File: src/rtl/seven_segment_pkg.sv
// ============================================================================
// Module : seven_segment_pkg
// Brief  : Segment pattern constants, bit order and decode/FSM types shared by
//          the seven-segment display reader.
// Rev    : 1.0
// ============================================================================
`default_nettype none

package seven_segment_pkg;

    localparam int SEG_W     = 7;
    localparam int SEG_A_BIT = 0;
    localparam int SEG_B_BIT = 1;
    localparam int SEG_C_BIT = 2;
    localparam int SEG_D_BIT = 3;
    localparam int SEG_E_BIT = 4;
    localparam int SEG_F_BIT = 5;
    localparam int SEG_G_BIT = 6;

    // Active-high gfedcba patterns for each hex glyph.
    localparam logic [SEG_W-1:0] SEG_0 = 7'h3F;
    localparam logic [SEG_W-1:0] SEG_1 = 7'h06;
    localparam logic [SEG_W-1:0] SEG_2 = 7'h5B;
    localparam logic [SEG_W-1:0] SEG_3 = 7'h4F;
    localparam logic [SEG_W-1:0] SEG_4 = 7'h66;
    localparam logic [SEG_W-1:0] SEG_5 = 7'h6D;
    localparam logic [SEG_W-1:0] SEG_6 = 7'h7D;
    localparam logic [SEG_W-1:0] SEG_7 = 7'h07;
    localparam logic [SEG_W-1:0] SEG_8 = 7'((1 << SEG_A_BIT) | (1 << SEG_B_BIT) |
                                            (1 << SEG_C_BIT) | (1 << SEG_D_BIT) |
                                            (1 << SEG_E_BIT) | (1 << SEG_F_BIT) |
                                            (1 << SEG_G_BIT));
    localparam logic [SEG_W-1:0] SEG_9 = 7'h6F;
    localparam logic [SEG_W-1:0] SEG_A = 7'h77;
    localparam logic [SEG_W-1:0] SEG_B = 7'h7C;
    localparam logic [SEG_W-1:0] SEG_C = 7'h39;
    localparam logic [SEG_W-1:0] SEG_D = 7'h5E;
    localparam logic [SEG_W-1:0] SEG_E = 7'h79;
    localparam logic [SEG_W-1:0] SEG_F = 7'h71;
    localparam logic [SEG_W-1:0] SEG_BLANK = 7'h00;

    typedef struct packed {
        logic [3:0] nibble;
        logic       blank;
        logic       error;
    } decode_t;

    typedef enum logic [0:0] {
        ST_COLLECT = 1'b0,
        ST_PENDING = 1'b1
    } frame_state_e;

endpackage

`default_nettype wire

File: src/rtl/seven_segment_pattern_decoder.sv
// ============================================================================
// Module : seven_segment_pattern_decoder
// Brief  : Combinational active-high gfedcba pattern to hex nibble decoder
//          with blank and unrecognised-pattern flags.
// Rev    : 1.0
// ============================================================================
`default_nettype none

module seven_segment_pattern_decoder
    import seven_segment_pkg::*;
(
    input  logic [SEG_W-1:0] pattern,
    output decode_t          result
);

    always_comb begin
        result = '0;
        case (pattern)
            SEG_0:     result.nibble = 4'h0;
            SEG_1:     result.nibble = 4'h1;
            SEG_2:     result.nibble = 4'h2;
            SEG_3:     result.nibble = 4'h3;
            SEG_4:     result.nibble = 4'h4;
            SEG_5:     result.nibble = 4'h5;
            SEG_6:     result.nibble = 4'h6;
            SEG_7:     result.nibble = 4'h7;
            SEG_8:     result.nibble = 4'h8;
            SEG_9:     result.nibble = 4'h9;
            SEG_A:     result.nibble = 4'hA;
            SEG_B:     result.nibble = 4'hB;
            SEG_C:     result.nibble = 4'hC;
            SEG_D:     result.nibble = 4'hD;
            SEG_E:     result.nibble = 4'hE;
            SEG_F:     result.nibble = 4'hF;
            SEG_BLANK: result.blank  = 1'b1;
            default:   result.error  = 1'b1;
        endcase
    end

endmodule

`default_nettype wire

File: src/rtl/seven_segment_reader.sv
// ============================================================================
// Module : seven_segment_reader
// Brief  : Recovers hex digits from a multiplexed seven-segment bus, debounces
//          each digit and delivers complete frames on a valid/ready output.
// Macro  : SEVEN_SEGMENT_READER_CHANGE_ONLY_EN - drop frames identical to the
//          last delivered one.
// Rev    : 1.0
// ============================================================================
`default_nettype none

module seven_segment_reader
    import seven_segment_pkg::*;
#(
    parameter int NUM_DIGITS    = 4,
    parameter int STABLE_CYCLES = 4,
    parameter bit COMMON_ANODE  = 1'b1
) (
    input  logic                    i_clk,
    input  logic                    i_rst_n,
    input  logic [SEG_W-1:0]        i_segments,
    input  logic [NUM_DIGITS-1:0]   i_digit_en,
    input  logic                    i_ready,
    output logic                    o_valid,
    output logic [4*NUM_DIGITS-1:0] o_value,
    output logic [NUM_DIGITS-1:0]   o_blank,
    output logic [NUM_DIGITS-1:0]   o_error
);

    localparam int               CNT_W    = 8;
    localparam logic [CNT_W-1:0] C_STABLE = CNT_W'(STABLE_CYCLES);

    logic [SEG_W-1:0]        r_seg;
    logic [SEG_W-1:0]        r_seg_prev;
    logic [NUM_DIGITS-1:0]   r_en;
    logic [NUM_DIGITS-1:0]   r_en_prev;
    logic [CNT_W-1:0]        r_cnt;
    logic [CNT_W-1:0]        w_cnt_next;
    logic                    w_onehot;
    logic                    w_same;
    logic                    w_accept;
    logic [NUM_DIGITS-1:0]   w_accept_mask;
    decode_t                 w_dec;

    logic [NUM_DIGITS-1:0]   r_seen;
    logic                    w_all_seen;
    logic [4*NUM_DIGITS-1:0] r_shadow_value;
    logic [NUM_DIGITS-1:0]   r_shadow_blank;
    logic [NUM_DIGITS-1:0]   r_shadow_error;

    frame_state_e            r_state;
    frame_state_e            w_state_next;
    logic                    w_slot_free;
    logic                    w_load;
    logic                    w_discard;
    logic                    w_dup;

    logic                    r_valid;
    logic [4*NUM_DIGITS-1:0] r_value;
    logic [NUM_DIGITS-1:0]   r_blank;
    logic [NUM_DIGITS-1:0]   r_error;

    // Sample stage plus one-cycle history for the stability comparison.
    always_ff @(posedge i_clk) begin
        if (!i_rst_n) begin
            r_seg      <= '0;
            r_en       <= '0;
            r_seg_prev <= '0;
            r_en_prev  <= '0;
        end else begin
            r_seg      <= COMMON_ANODE ? ~i_segments : i_segments;
            r_en       <= i_digit_en;
            r_seg_prev <= r_seg;
            r_en_prev  <= r_en;
        end
    end

    assign w_onehot = $onehot(r_en);
    assign w_same   = (r_seg == r_seg_prev) && (r_en == r_en_prev);

    always_comb begin
        w_cnt_next = r_cnt;
        if (!w_onehot) begin
            w_cnt_next = '0;
        end else if (!w_same) begin
            w_cnt_next = CNT_W'(1);
        end else if (r_cnt != C_STABLE) begin
            w_cnt_next = r_cnt + CNT_W'(1);
        end
    end

    // Accept only on the transition into saturation so a held digit is written once.
    assign w_accept      = w_onehot && (w_cnt_next == C_STABLE) && (r_cnt != C_STABLE);
    assign w_accept_mask = w_accept ? r_en : '0;

    always_ff @(posedge i_clk) begin
        if (!i_rst_n) begin
            r_cnt <= '0;
        end else begin
            r_cnt <= w_cnt_next;
        end
    end

    seven_segment_pattern_decoder u_decoder (
        .pattern (r_seg),
        .result  (w_dec)
    );

    always_ff @(posedge i_clk) begin
        if (!i_rst_n) begin
            r_shadow_value <= '0;
            r_shadow_blank <= '0;
            r_shadow_error <= '0;
        end else begin
            for (int k = 0; k < NUM_DIGITS; k++) begin
                if (w_accept_mask[k]) begin
                    r_shadow_value[4*k +: 4] <= w_dec.nibble;
                    r_shadow_blank[k]        <= w_dec.blank;
                    r_shadow_error[k]        <= w_dec.error;
                end
            end
        end
    end

    assign w_all_seen  = &r_seen;
    assign w_slot_free = !r_valid || i_ready;

`ifdef SEVEN_SEGMENT_READER_CHANGE_ONLY_EN
    logic [6*NUM_DIGITS-1:0] r_last_frame;
    logic                    r_have_last;

    assign w_dup = r_have_last &&
                   ({r_shadow_value, r_shadow_blank, r_shadow_error} == r_last_frame);

    always_ff @(posedge i_clk) begin
        if (!i_rst_n) begin
            r_last_frame <= '0;
            r_have_last  <= 1'b0;
        end else if (w_load) begin
            r_last_frame <= {r_shadow_value, r_shadow_blank, r_shadow_error};
            r_have_last  <= 1'b1;
        end
    end
`else
    assign w_dup = 1'b0;
`endif

    always_comb begin
        w_state_next = r_state;
        w_load       = 1'b0;
        w_discard    = 1'b0;
        case (r_state)
            ST_COLLECT: begin
                if (w_all_seen) begin
                    if (w_dup) begin
                        w_discard = 1'b1;
                    end else if (w_slot_free) begin
                        w_load = 1'b1;
                    end else begin
                        w_state_next = ST_PENDING;
                    end
                end
            end
            ST_PENDING: begin
                if (w_dup) begin
                    w_discard    = 1'b1;
                    w_state_next = ST_COLLECT;
                end else if (w_slot_free) begin
                    w_load       = 1'b1;
                    w_state_next = ST_COLLECT;
                end
            end
            default: w_state_next = ST_COLLECT;
        endcase
    end

    // A digit accepted in the same cycle a frame is consumed counts toward the next frame.
    always_ff @(posedge i_clk) begin
        if (!i_rst_n) begin
            r_state <= ST_COLLECT;
            r_seen  <= '0;
        end else begin
            r_state <= w_state_next;
            if (w_load || w_discard) begin
                r_seen <= w_accept_mask;
            end else begin
                r_seen <= r_seen | w_accept_mask;
            end
        end
    end

    always_ff @(posedge i_clk) begin
        if (!i_rst_n) begin
            r_valid <= 1'b0;
            r_value <= '0;
            r_blank <= '0;
            r_error <= '0;
        end else if (w_load) begin
            r_valid <= 1'b1;
            r_value <= r_shadow_value;
            r_blank <= r_shadow_blank;
            r_error <= r_shadow_error;
        end else if (r_valid && i_ready) begin
            r_valid <= 1'b0;
        end
    end

    assign o_valid = r_valid;
    assign o_value = r_value;
    assign o_blank = r_blank;
    assign o_error = r_error;

endmodule

`default_nettype wire

File: config.mk
export PLATFORM = sky130hd
export DESIGN_NAME = seven_segment_reader
export DESIGN_NICKNAME = d
export VERILOG_FILES = /design/src/rtl/seven_segment_pkg.sv /design/src/rtl/seven_segment_pattern_decoder.sv /design/src/rtl/seven_segment_reader.sv
export SDC_FILE = /design/constraint.sdc
export NUM_CORES = 1
export LEC_CHECK = 0
export CAP_MARGIN = 20
export CORE_UTILIZATION = 54
export DETAILED_ROUTE_END_ITERATION = 16
export GPL_ROUTABILITY_DRIVEN = 0
export PLACE_DENSITY = 0.76
export SLEW_MARGIN = 20
export SYNTH_ARGS = -nofsm -noshare
export SYNTH_HDL_FRONTEND = slang
export SYNTH_SLANG_ARGS = --single-unit
File: constraint.sdc
create_clock -name i_clk -period 3.7 [get_ports i_clk]
set_clock_uncertainty 0.1 [all_clocks]
set_input_delay 0.74 -clock i_clk [delete_from_list [all_inputs] [get_ports i_clk]]
set_output_delay 0.74 -clock i_clk [all_outputs]
set_load 0.005 [all_outputs]
[Word-level counts from Yosys, hierarchy flattened]
Index checks and enable logic that the tools add are counted.
Word-level totals
  logic and storage cells: 77
  input port bits: 14
  output and inout port bits: 25
  bits in registers: 84
Cells by class
  add/subtract/negate cells: 4
  eq/ne operators: 21
  reductions and logical operators: 10
  multiplexer cells: 16
  bitwise logic cells: 3
Operators with widths (count)
  7-bit == test, second input constant: 12
  4-bit one-hot mux with 15 select lines: 1
  8-bit two-way mux: 3
  17-bit OR reduction: 1
  7-bit by 3-bit == test with 1-bit output, second input constant: 2
  7-bit by 6-bit == test with 1-bit output, second input constant: 2
  8-bit by 1-bit adder with 8-bit output, second input constant: 1
  8-bit by 3-bit == test with 1-bit output, second input constant: 1
  1-bit two-way mux: 8
  4-bit two-way mux: 2
  8-bit by 3-bit != test with 1-bit output, second input constant: 1
  7-bit == test: 1
  7-bit logical NOT: 1
  7-bit NOT: 1
  1-bit by 1-bit adder with 2-bit output: 2
  4-bit == test: 1
  1-bit logical AND: 4
  4-bit OR: 1
  1-bit one-hot mux with 2 select lines: 2
  4-bit AND reduction: 1
  2-bit by 2-bit adder with 3-bit output: 1
  3-bit by 1-bit == test with 1-bit output, second input constant: 1
  2-bit nonzero test: 1
  1-bit logical NOT: 1
  2 further kinds: 2

[Logic depth before layout (Yosys ltp)]
Gate-level depths: netlist of the first run.
  word-level depth: 10
  mapped depth: 11
  mapped depth without buffers: 11

[Modules after synthesis]
A second synthesis of the first run with hierarchy kept.
Second synthesis, totals
  cells, all modules: 391
  area, all modules: 3603.5 sq um
By module, submodules not included
  seven_segment_reader: area an instance 3225.6 sq um, sequential area each 1681.6 sq um, cells an instance 336, times used 1
  seven_segment_pattern_decoder: area an instance 377.9 sq um, sequential area each 0.0 sq um, cells an instance 55, times used 1

[Worst setup path before layout of the first run]
Ideal clock, no wire load.
  path type: register to register
  start point: reg r_en[0]
  end point: reg r_shadow_value[3]
  data required time: 3.484 ns
  path slack: 0.741 ns
  path buffers: 0
  setup time: 0.116 ns
  data arrival time: 2.743 ns
  period minus slack after synthesis: 2.959 ns
  stages on the path, launching flop included: 12
  cell sequence: dfxtp_1 -> inv_1 -> fa_1 -> inv_1 -> ha_1 -> ha_1 -> nor3b_2 -> nand2_1 -> nor3_4 -> nand3_4 -> or4_1 -> o211a_1
Between the ends
  longest elaborated chain between the ends: 8
  elaborated cells between the ends (all ways): 11
  classes of those cells: add/sub: 2; eq/ne: 3; mux: 3; reduce/logical: 3
RTL lines
  from (decl): RTL line seven_segment_reader.sv:34  | logic [NUM_DIGITS-1:0] r_en;
  from (signal assigned): RTL line seven_segment_reader.sv:71  | r_en <= i_digit_en;
  1-bit by 1-bit adder with 2-bit output (implied by the code) or 4-bit == test (tied branches): RTL line seven_segment_reader.sv:77, seven_segment_reader.sv:78
  2-bit by 2-bit adder with 3-bit output (implied by the code) or 1-bit logical AND (tied branches): RTL line seven_segment_reader.sv:77, seven_segment_reader.sv:78
  3-bit by 1-bit == test with 1-bit output or 8-bit two-way mux (tied branches): RTL line seven_segment_reader.sv:77, seven_segment_reader.sv:84
  8-bit two-way mux: RTL line seven_segment_reader.sv:82  | if (!w_onehot) begin
  8-bit by 3-bit == test with 1-bit output: RTL line seven_segment_reader.sv:92  | assign w_accept = w_onehot && (w_cnt_next == C_STABLE) && (r_cnt != C_STABLE);
  1-bit logical AND (2 in a row): RTL line seven_segment_reader.sv:92
  4-bit two-way mux (*): RTL line seven_segment_reader.sv:93  | assign w_accept_mask = w_accept ? r_en : '0;
  to (signal, indexed assignment): RTL line seven_segment_reader.sv:116  | r_shadow_value[4*k +: 4] <= w_dec.nibble;
  to (decl): RTL line seven_segment_reader.sv:46  | logic [4*NUM_DIGITS-1:0] r_shadow_value;
Every way passes the cells marked *; elsewhere a longest branch is shown, timed or not.
A chain may end at the register's enable or synchronous reset.

[Worst setup path after layout of the first run]
  start point: reg r_en[0]
  end point: reg r_shadow_blank[0]
Between the ends
  longest elaborated chain between the ends: 8
  elaborated cells between the ends (all ways): 11
  classes of those cells: add/sub: 2; eq/ne: 3; mux: 3; reduce/logical: 3
RTL lines
  1-bit by 1-bit adder with 2-bit output (implied by the code) or 4-bit == test (tied branches): RTL line seven_segment_reader.sv:77, seven_segment_reader.sv:78
  2-bit by 2-bit adder with 3-bit output (implied by the code) or 1-bit logical AND (tied branches): RTL line seven_segment_reader.sv:77, seven_segment_reader.sv:78
  3-bit by 1-bit == test with 1-bit output or 8-bit two-way mux (tied branches): RTL line seven_segment_reader.sv:77, seven_segment_reader.sv:84
  8-bit two-way mux: RTL line seven_segment_reader.sv:82
  8-bit by 3-bit == test with 1-bit output: RTL line seven_segment_reader.sv:92
  1-bit logical AND (2 in a row): RTL line seven_segment_reader.sv:92
  4-bit two-way mux (*): RTL line seven_segment_reader.sv:93
  to (signal, indexed assignment): RTL line seven_segment_reader.sv:117  | r_shadow_blank[k] <= w_dec.blank;
  to (decl): RTL line seven_segment_reader.sv:47  | logic [NUM_DIGITS-1:0] r_shadow_blank;
Marked as above.

==> results.toml, run 1 <==
[global_route]
grt_pass1_vias = 2580
grt_pass1_wl_mm = 12.4
grt_start_max_net_pins = 37
grt_usage_pct = 21.3
antenna_found_initial = 0
grt-ovfl-total = 0

[setup_path]
criticalPathCategory = "flop to flop"
reg2reg_setup_slack_ns = 0.52
regToRegStartpoint = "r_en[0]$_SDFF_PN0_"
critPathMaxFanout = 7
reg2reg_to = "r_shadow_blank[0]$_SDFFE_PN0P_"
start_kind = "flop"
rr_worst_depth = 11
arrival_ns = 3.36
crit_required_ns = 3.88
critPathCaptureType = "flop"

[synth]
synthArstFlopShare_pct = 0
yosys_most_used_dff = "dfxtp_1"
synth_top_cell_by_area = "dfxtp_1"
synth_top_area_share_pct = 44.3
ys_types = 57
syn_avg_cell_area_sq_um = 9.18
postSynthCellCount = 414
syn_nets = 433
ys_warn_count = 0
synth.area.top_cells = "dfxtp_1 44%, nand2_1 8.6%, mux2i_1 6.1%, a21boi_0 5.5%, xnor2_1 3.5%"
synth_edf_count = 0
syn-cell-area_sq_um = 3800
seq_area_frac_synth_pct = 44.3
postSynthRegisterBits = 84

[floorplanning]
core_area_sq_um = 6790
die_area_sq_um = 7370
die_x_um = 85.9
core.rowCount = 30
die_h_um = 85.9
ios = 39
start_util_pct = 55.9

[timing]
finalSetupViolCount = 0
fin_crit_ns = 3.18
fmax_mhz = 314
drv_slew = 0
timing.setup.tns_ns = 0
max-slew-margin-rel_pct = 56.7
rsz0062_at_grt = "false"
tightest_slew_ns = 0.642
worst_slack_ns = 0.520
hold_violations = 0
fin_crit_sh_pct = 85.9

[power]
leakage_nw = 1.50
ir_drop_uv = 245
power_density_nw_per_um2 = 391

[layout]
final_util_pct = 64.6
diodes = 0
drive_gt1_share_pct = 8.52
final_cell_mix = "87 x nand2_1, 84 x dfxtp_1, 37 x clkdlybuf4s50_1"
fillCellCount = 593
final_nets = 460
design_area_sq_um = 4390
finalNonFillerCells = 542
mostFrequentLayoutCell = "nand2_1"
syn_to_final_growth_pct = 15.6

[cts]
clock-sinks = 84
clock_path_buffers = 2
clk_latency_ns = 0.35
tritoncts = "built"
cts_hold_buf = 0
path_clk_slew_ns = 0.09
root_buffer = "clkbuf_8"
ctsResizeCount = 0
cts_buffers = 9
post_cts_buffers = 0
h-tree-depth = 3

[hold_path]
hold_class = "flop to flop"
holdPathEnd = "o_value[14]$_SDFFE_PN0P_"
min_delay_path_depth = 2
min-delay-start = "o_value[14]$_SDFFE_PN0P_"

[routing]
remaining_drc_errors = 0
vias = 2887
post_drt_wl_per_cell_um = 13.4
drtIter0Drc = 120
first_pass_iters = 4
ant_nets = 0
wl_mm = 7.25
vias_per_cell = 5.33

[placement]
post-place-ws_ns = 0.526
placed_area_sq_um = 4190
dp_hpwl_mm = 5.13
dp.cells = 526
portBuffers = 38

[run_status]
status = "completed"

[flow_run]
cap_violations = 0
==> layout make-up <==
type,instances,area [sq um],area share [%]
clock buffer,10,128,2.91
clock inverter,6,71.3,1.62
inverter,8,30.0,0.684
multi-input combinational,296,1950,44.5
sequential,84,1680,38.3
tap,96,120,2.74
timing repair buffer,42,405,9.23
==> worst max-delay path by stage <==
stage	start	to	slack (ns)	depth (start not counted)
final	r_en[0]$_SDFF_PN0_	r_shadow_blank[0]$_SDFFE_PN0P_	0.52	11
after global routing	r_en[0]$_SDFF_PN0_	r_shadow_value[2]$_SDFFE_PN0P_	0.27	11
after CTS	r_en[0]$_SDFF_PN0_	r_shadow_blank[0]$_SDFFE_PN0P_	0.52	11
after detailed placement	r_en[0]$_SDFF_PN0_	r_shadow_value[1]$_SDFFE_PN0P_	0.53	11
after global placement	r_en[0]$_SDFF_PN0_	r_shadow_value[3]$_SDFFE_PN0P_	0.64	11
after floorplan	r_en[0]$_SDFF_PN0_	r_shadow_value[3]$_SDFFE_PN0P_	0.74	11
==> per-layer routing <==
layer	up-vias	GRT usage, %	share of wire, %
li1	1459	-	-
met1	1360	29.5	47
met2	60	34.1	48
met3	8	3.27	3.3
met4	0	7.27	1.3
met5	-	0	0
==> kinds of logic after synthesis <==
| group | count (synthesis) | share of synthesized area (%) |
|---|---|---|
| mux | 23 | 6.06 |
| fa+ha+maj | 5 | 1.84 |
| flops | 84 | 44.3 |
| simple gates | 181 | 26.1 |
| compound gates | 66 | 12.4 |
| xor+xnor | 21 | 5.04 |
| buf+inv | 34 | 4.28 |
==> registers in the layout, indices dropped and copies added (netlist names) <==
name	count
o_value	16
r_state	1
r_en_prev	4
o_valid	1
r_en	4
r_shadow_value	16
r_seen	4
r_seg_prev	7
r_shadow_error	4
r_shadow_blank	4
o_error	4
r_cnt	8
o_blank	4
r_seg	7
==> worst max-delay path, cell delays in order, from the launching register on <==
cell and delay (ns):
dfxtp_1 0.37, inv_1 0.11, fa_1 0.54, inv_1 0.04
ha_1 0.17, ha_1 0.28, nor3b_2 0.31, nand2_1 0.14
nor3_4 0.23, nand3_4 0.18, nor3_4 0.40, mux2i_1 0.25
==> per-stage QoR <==
stage	hold slack [ns]	power [mW]
2_1_floorplan	0.335	1.05
3_3_place_gp	0.347	1.08
3_5_place_dp	0.350	1.08
4_1_cts	0.366	1.73
5_1_grt	0.383	1.79
6_report	0.363	1.72
==> power breakdown <==
part | total, mW | internal (mW) | switching [mW]
Clock | 0.657 | 0.319 | 0.338
Sequential | 0.940 | 0.916 | 0.0240
Combinational | 0.119 | 0.0566 | 0.0621
Total | 1.72 | 1.29 | 0.424
==> synth_stat cells (6+ instances only) <==
| library cell | instances |
|---|---|
| nand2_1 | 87 |
| dfxtp_1 | 84 |
| a21boi_0 | 28 |
| mux2i_1 | 23 |
| and2_1 | 17 |
| clkbuf_1 | 17 |
| xnor2_1 | 15 |
| nor2_1 | 13 |
| nand3_1 | 12 |
| nor2b_1 | 9 |
| a21oi_1 | 8 |
| inv_1 | 8 |
| nand4_1 | 8 |
| nor3b_1 | 6 |
| o21ai_0 | 6 |
Power figures use the tool's default switching activity.
==> run 2: changes to the inputs <==
--- a/config.mk
+++ b/config.mk
@@ -8,4 +8,5 @@
 export CAP_MARGIN = 20
 export CORE_UTILIZATION = 54
+export CTS_CLUSTER_DIAMETER = 150
 export DETAILED_ROUTE_END_ITERATION = 16
 export GPL_ROUTABILITY_DRIVEN = 0
==> constraint.sdc (replaced) <==
create_clock -name i_clk -period 3.7 [get_ports i_clk]
set_clock_uncertainty 0.1 [all_clocks]
set_input_delay 0.555 -clock i_clk [delete_from_list [all_inputs] [get_ports i_clk]]
set_output_delay 0.555 -clock i_clk [all_outputs]
set_load 0.005 [all_outputs]
==> results.toml, run 2 (synthesis gave the netlist of run 1 again) <==
[cts]
path_clk_slew_ns = 0.08
clock_path_buffers = 2
clk_latency_ns = 0.35
h-tree-depth = 3
cts_buffers = 9
root_buffer = "clkbuf_8"
clock-sinks = 84
tritoncts = "built"
ctsResizeCount = 0
cts_hold_buf = 0
post_cts_buffers = 0

[routing]
vias = 2829
vias_per_cell = 5.23
drtIter0Drc = 142
first_pass_iters = 4
ant_nets = 0
remaining_drc_errors = 0
post_drt_wl_per_cell_um = 13.4
wl_mm = 7.22

[hold_path]
holdPathEnd = "o_value[5]$_SDFFE_PN0P_"
min_delay_path_depth = 2
min-delay-start = "o_value[5]$_SDFFE_PN0P_"
hold_class = "flop to flop"

[floorplanning]
ios = 39
die_h_um = 85.9
die_area_sq_um = 7370
start_util_pct = 55.9
core_area_sq_um = 6790
die_x_um = 85.9
core.rowCount = 30

[power]
finalPower_mw = 1.71
power.switching_uw = 407
leakage_nw = 1.50
p_sw_share_pct = 23.8
ir_drop_uv = 286
combPwrFrac_pct = 6.8
internal-power_mw = 1.30
p_seq_share_pct = 54.9
clkPwrFrac_pct = 38.2
power_density_nw_per_um2 = 390

[placement]
placed_area_sq_um = 4180
post-place-ws_ns = 0.482
dp.cells = 525
portBuffers = 38
dp_hpwl_mm = 5.05

[setup_path]
regToRegStartpoint = "r_en[0]$_SDFF_PN0_"
reg2reg_setup_slack_ns = 0.46
arrival_ns = 3.42
crit_required_ns = 3.88
criticalPathCategory = "flop to flop"
reg2reg_to = "r_shadow_value[2]$_SDFFE_PN0P_"
critPathCaptureType = "flop"
critPathMaxFanout = 7
start_kind = "flop"
rr_worst_depth = 11

[layout]
syn_to_final_growth_pct = 15.4
seqCellArea_sq_um = 1680
final_nets = 459
drive_gt1_share_pct = 8.31
diodes = 0
mostFrequentLayoutCell = "nand2_1"
design_area_sq_um = 4390
final_cell_mix = "87 x nand2_1, 84 x dfxtp_1, 37 x clkdlybuf4s50_1"
finalNonFillerCells = 541
fillCellCount = 592
multi_input_area_sq_um = 1950

[timing]
fin_crit_ns = 3.24
fmax_mhz = 308
drv_slew = 0
fin_crit_sh_pct = 87.7
hold_violations = 0
rsz0062_at_grt = "false"
timing.setup.tns_ns = 0
finalSetupViolCount = 0
max-slew-margin-rel_pct = 52.3
tightest_slew_ns = 0.708
worst_slack_ns = 0.456

[global_route]
grt_usage_pct = 21.4
grt_start_max_net_pins = 69
grt_pass1_wl_mm = 12.3
antenna_found_initial = 0
grt-ovfl-total = 0
grt_pass1_vias = 2621

[run_status]
status = "completed"

[flow_run]
cap_violations = 0
-- run 2: worst max path at each step --
stage	from	endpoint	slack, ns	depth (start not counted)
3_5_place_dp	r_en[0]$_SDFF_PN0_	r_shadow_value[0]$_SDFFE_PN0P_	0.48	11
6_report	r_en[0]$_SDFF_PN0_	r_shadow_value[2]$_SDFFE_PN0P_	0.46	11
4_1_cts	r_en[0]$_SDFF_PN0_	r_shadow_value[2]$_SDFFE_PN0P_	0.42	11
2_1_floorplan	r_en[0]$_SDFF_PN0_	r_shadow_value[3]$_SDFFE_PN0P_	0.74	11
3_3_place_gp	r_en[0]$_SDFF_PN0_	r_shadow_value[3]$_SDFFE_PN0P_	0.64	11
5_1_grt	r_en[1]$_SDFF_PN0_	r_shadow_value[10]$_SDFFE_PN0P_	0.25	11
-- run 2: power groups by stage --
stage	clock, mW	sequential (mW)	combinational (mW)
after global placement	0	0.960	0.115
after floorplan	0	0.946	0.101
after global routing	0.712	0.943	0.129
after CTS	0.671	0.939	0.119
final	0.654	0.940	0.117
after detailed placement	0	0.961	0.118
-- run 2: stage by stage --
| stage | hold WS, ns | utilization (%) |
|---|---|---|
| final | 0.363 | 64.5 |
| after global routing | 0.381 | 64.5 |
| after CTS | 0.367 | 64.5 |
| after detailed placement | 0.350 | 61.6 |
| after global placement | 0.347 | 61.6 |
| after floorplan | 0.335 | - |
-- run 2: layout make-up --
| type | count | share of cell area (%) |
|---|---|---|
| multi-input combinational | 296 | 44.6 |
| clock inverter | 5 | 1.37 |
| timing repair buffer | 41 | 9.07 |
| inverter | 8 | 0.685 |
| tap | 96 | 2.74 |
| clock buffer | 11 | 3.22 |
| sequential | 84 | 38.3 |
-- run 2: critical path, stage by stage, from the launching register on --
cell     delay (ns)
dfxtp_1        0.37
inv_1          0.12
fa_1           0.54
inv_1          0.04
ha_1           0.17
ha_1           0.28
nor3b_2        0.34
nand2_1        0.14
nor3_4         0.23
nand3_4        0.18
nor3_4         0.42
mux2i_1        0.26
-- run 2: layer usage --
layer | GRT usage (%) | vias to the layer above | routed length, um
met2 | 36.3 | 44 | 3490
met5 | 0 | - | 0
met4 | 7.58 | 0 | 99
li1 | - | 1451 | -
met3 | 4.72 | 9 | 244
met1 | 26.9 | 1325 | 3390
==> run 3: changes to the inputs <==
PLACE_DENSITY = 0.77   (was 0.76)
SYNTH_HIERARCHICAL = 1   (was not set)
==> results.toml, run 3 <==
[run_status]
status = "completed"

[synth]
synth_top_family_by_area = "simple AND/OR/NAND/NOR gates"
synth-simple-area-share_pct = 24.8
synth_compound_area_share_pct = 12.0
synth_edf_count = 0
synth_fa_ha_area_share_pct = 1.94
synth.most_common_cell = "nand2_1"
synth_top_cells_by_count = "92 x nand2_1, 84 x dfxtp_1, 26 x a21boi_0, 25 x mux2i_1, 14 x and2_1"
synth_top_area_share_pct = 46.7
postSynthCellCount = 391
syn_nets = 410
synth-xor-area-share_pct = 4.13
ys_warn_count = 6
synthArstFlopShare_pct = 0
postSynthRegisterBits = 84
syn-cell-area_sq_um = 3600
yosys_most_used_dff = "dfxtp_1"
muxShareOfSynthArea_pct = 6.94
synth.area.top_cells = "dfxtp_1 47%, nand2_1 9.6%, mux2i_1 6.9%, a21boi_0 5.4%, xor2_1 2.7%"
synth_top_cell_by_area = "dfxtp_1"
seq_area_frac_synth_pct = 46.7
syn_avg_cell_area_sq_um = 9.22
ys_types = 53

[cts]
cts_buffers = 9
clock-sinks = 84
tritoncts = "built"
clock_path_buffers = 2
post_cts_buffers = 0
ctsResizeCount = 0
h-tree-depth = 3
path_clk_slew_ns = 0.09
clk_latency_ns = 0.36
cts_hold_buf = 0
root_buffer = "clkbuf_8"

[layout]
diodes = 0
final_nets = 443
fillCellCount = 531
mostFrequentLayoutCell = "nand2_1"
drive_gt1_share_pct = 8.39
final_cell_mix = "92 x nand2_1, 84 x dfxtp_1, 37 x clkdlybuf4s50_1"
syn_to_final_growth_pct = 17.0

[timing]
rsz0062_at_grt = "false"
hold_violations = 0
max-slew-margin-rel_pct = 35.3
whs_ns = 0.364
drv_slew = 0
fmax_mhz = 306
fin_crit_sh_pct = 88.5
fin_crit_ns = 3.27
timing.setup.tns_ns = 0
finalSetupViolCount = 0
tightest_slew_ns = 0.968

[placement]
portBuffers = 38
dp_hpwl_mm = 4.79

[floorplanning]
die_area_sq_um = 7000
core.rowCount = 29
start_util_pct = 56.4
die_h_um = 83.7
core_area_sq_um = 6390
ios = 39
die_x_um = 83.7

[setup_path]
arrival_ns = 3.41
start_kind = "flop"
critPathMaxFanout = 7
critPathCaptureType = "flop"
crit_required_ns = 3.83
criticalPathCategory = "flop to flop"
reg2reg_setup_slack_ns = 0.43

[routing]
ant_nets = 0
first_pass_iters = 4
wl_mm = 7.09
post_drt_wl_per_cell_um = 14.0
vias_per_cell = 5.40
drtIter0Drc = 131
remaining_drc_errors = 0
vias = 2733

[power]
finalPower_mw = 1.71
ir_drop_uv = 257
leakage_nw = 1.65
power_density_nw_per_um2 = 405

[global_route]
grt_pass1_wl_mm = 12.0
grt_start_max_net_pins = 54
grt_pass1_vias = 2502
antenna_found_initial = 0
grt_usage_pct = 21.9
grt-ovfl-total = 0

[hold_path]
hold_class = "flop to flop"

[flow_run]
cap_violations = 0
## run 3: cell count changes after synthesis, sizes merged, moves of 4 or more
cell    delta
clkbuf     -4
nand2      +5
nand4      -8
nor2       -4
nor3       -6
nor3b      -5
nor4       +5
o21ai      -7
xnor2     -10
xor2       +6
## run 3: path summary, 6_finish.rpt
kind / cells after the start / end / startpoint
hold reg to reg: 2 / o_value[4]$_SDFFE_PN0P_ / r_shadow_value[4]$_SDFFE_PN0P_
setup reg to reg: 11 / r_shadow_value[10]$_SDFFE_PN0P_ / r_en[0]$_SDFF_PN0_
hold / removal: 2 / o_value[4]$_SDFFE_PN0P_ / r_shadow_value[4]$_SDFFE_PN0P_
setup / recovery: 11 / r_shadow_value[10]$_SDFFE_PN0P_ / r_en[0]$_SDFF_PN0_
## run 3: kinds of logic (layout without fill, tap and decap cells)
family | Yosys count | after routing
simple gates | 177 | 177
mux | 25 | 25
compound gates | 55 | 55
buf+inv | 28 | 66
fa+ha+maj | 5 | 5
flops | 84 | 84
xor+xnor | 17 | 17
## run 3: worst max-delay path, stage by stage, from the launching register on
cell	delay (ns)
dfxtp_1	0.40
inv_1	0.08
fa_1	0.53
inv_1	0.04
ha_1	0.17
ha_1	0.27
nor3b_1	0.45
nand2_1	0.14
a2111oi_2	0.36
buf_4	0.21
nand3_2	0.22
mux2i_1	0.20
## run 3: cell type report
cell class / instances / area, sq um / share of cell area, %
tap: 77 / 96.3 / 2.28
timing repair buffer: 42 / 405 / 9.61
clock buffer: 12 / 155 / 3.68
clock inverter: 4 / 55.1 / 1.31
inverter: 8 / 30.0 / 0.712
multi-input combinational: 279 / 1790 / 42.5
sequential: 84 / 1680 / 39.9
## run 3: per-stage QoR
stage | area [sq um] | instances | setup slack [ns] | utilization, %
6_report | 4220 | 506 | 0.427 | 66.0
5_1_grt | 4220 | 506 | 0.190 | 66.0
4_1_cts | 4220 | 506 | 0.409 | 66.0
3_5_place_dp | 4010 | 490 | 0.430 | 62.7
3_3_place_gp | 4010 | 490 | 0.548 | 62.7
2_1_floorplan | 3600 | 391 | 0.477 | -
## run 3: report_power, final
group | switching (mW) | internal (mW)
clock network | 0.323 | 0.354
logic | 0.0454 | 0.0463
registers | 0.0224 | 0.916
total | 0.391 | 1.32
## run 3: routing by layer
layer | routed length, um | track usage, % | vias to the layer above
li1 | - | - | 1381
met1 | 3450 | 29.6 | 1287
met2 | 3330 | 34.6 | 57
met3 | 217 | 4.45 | 8
met4 | 90 | 8.01 | 0
met5 | 0 | 0 | -
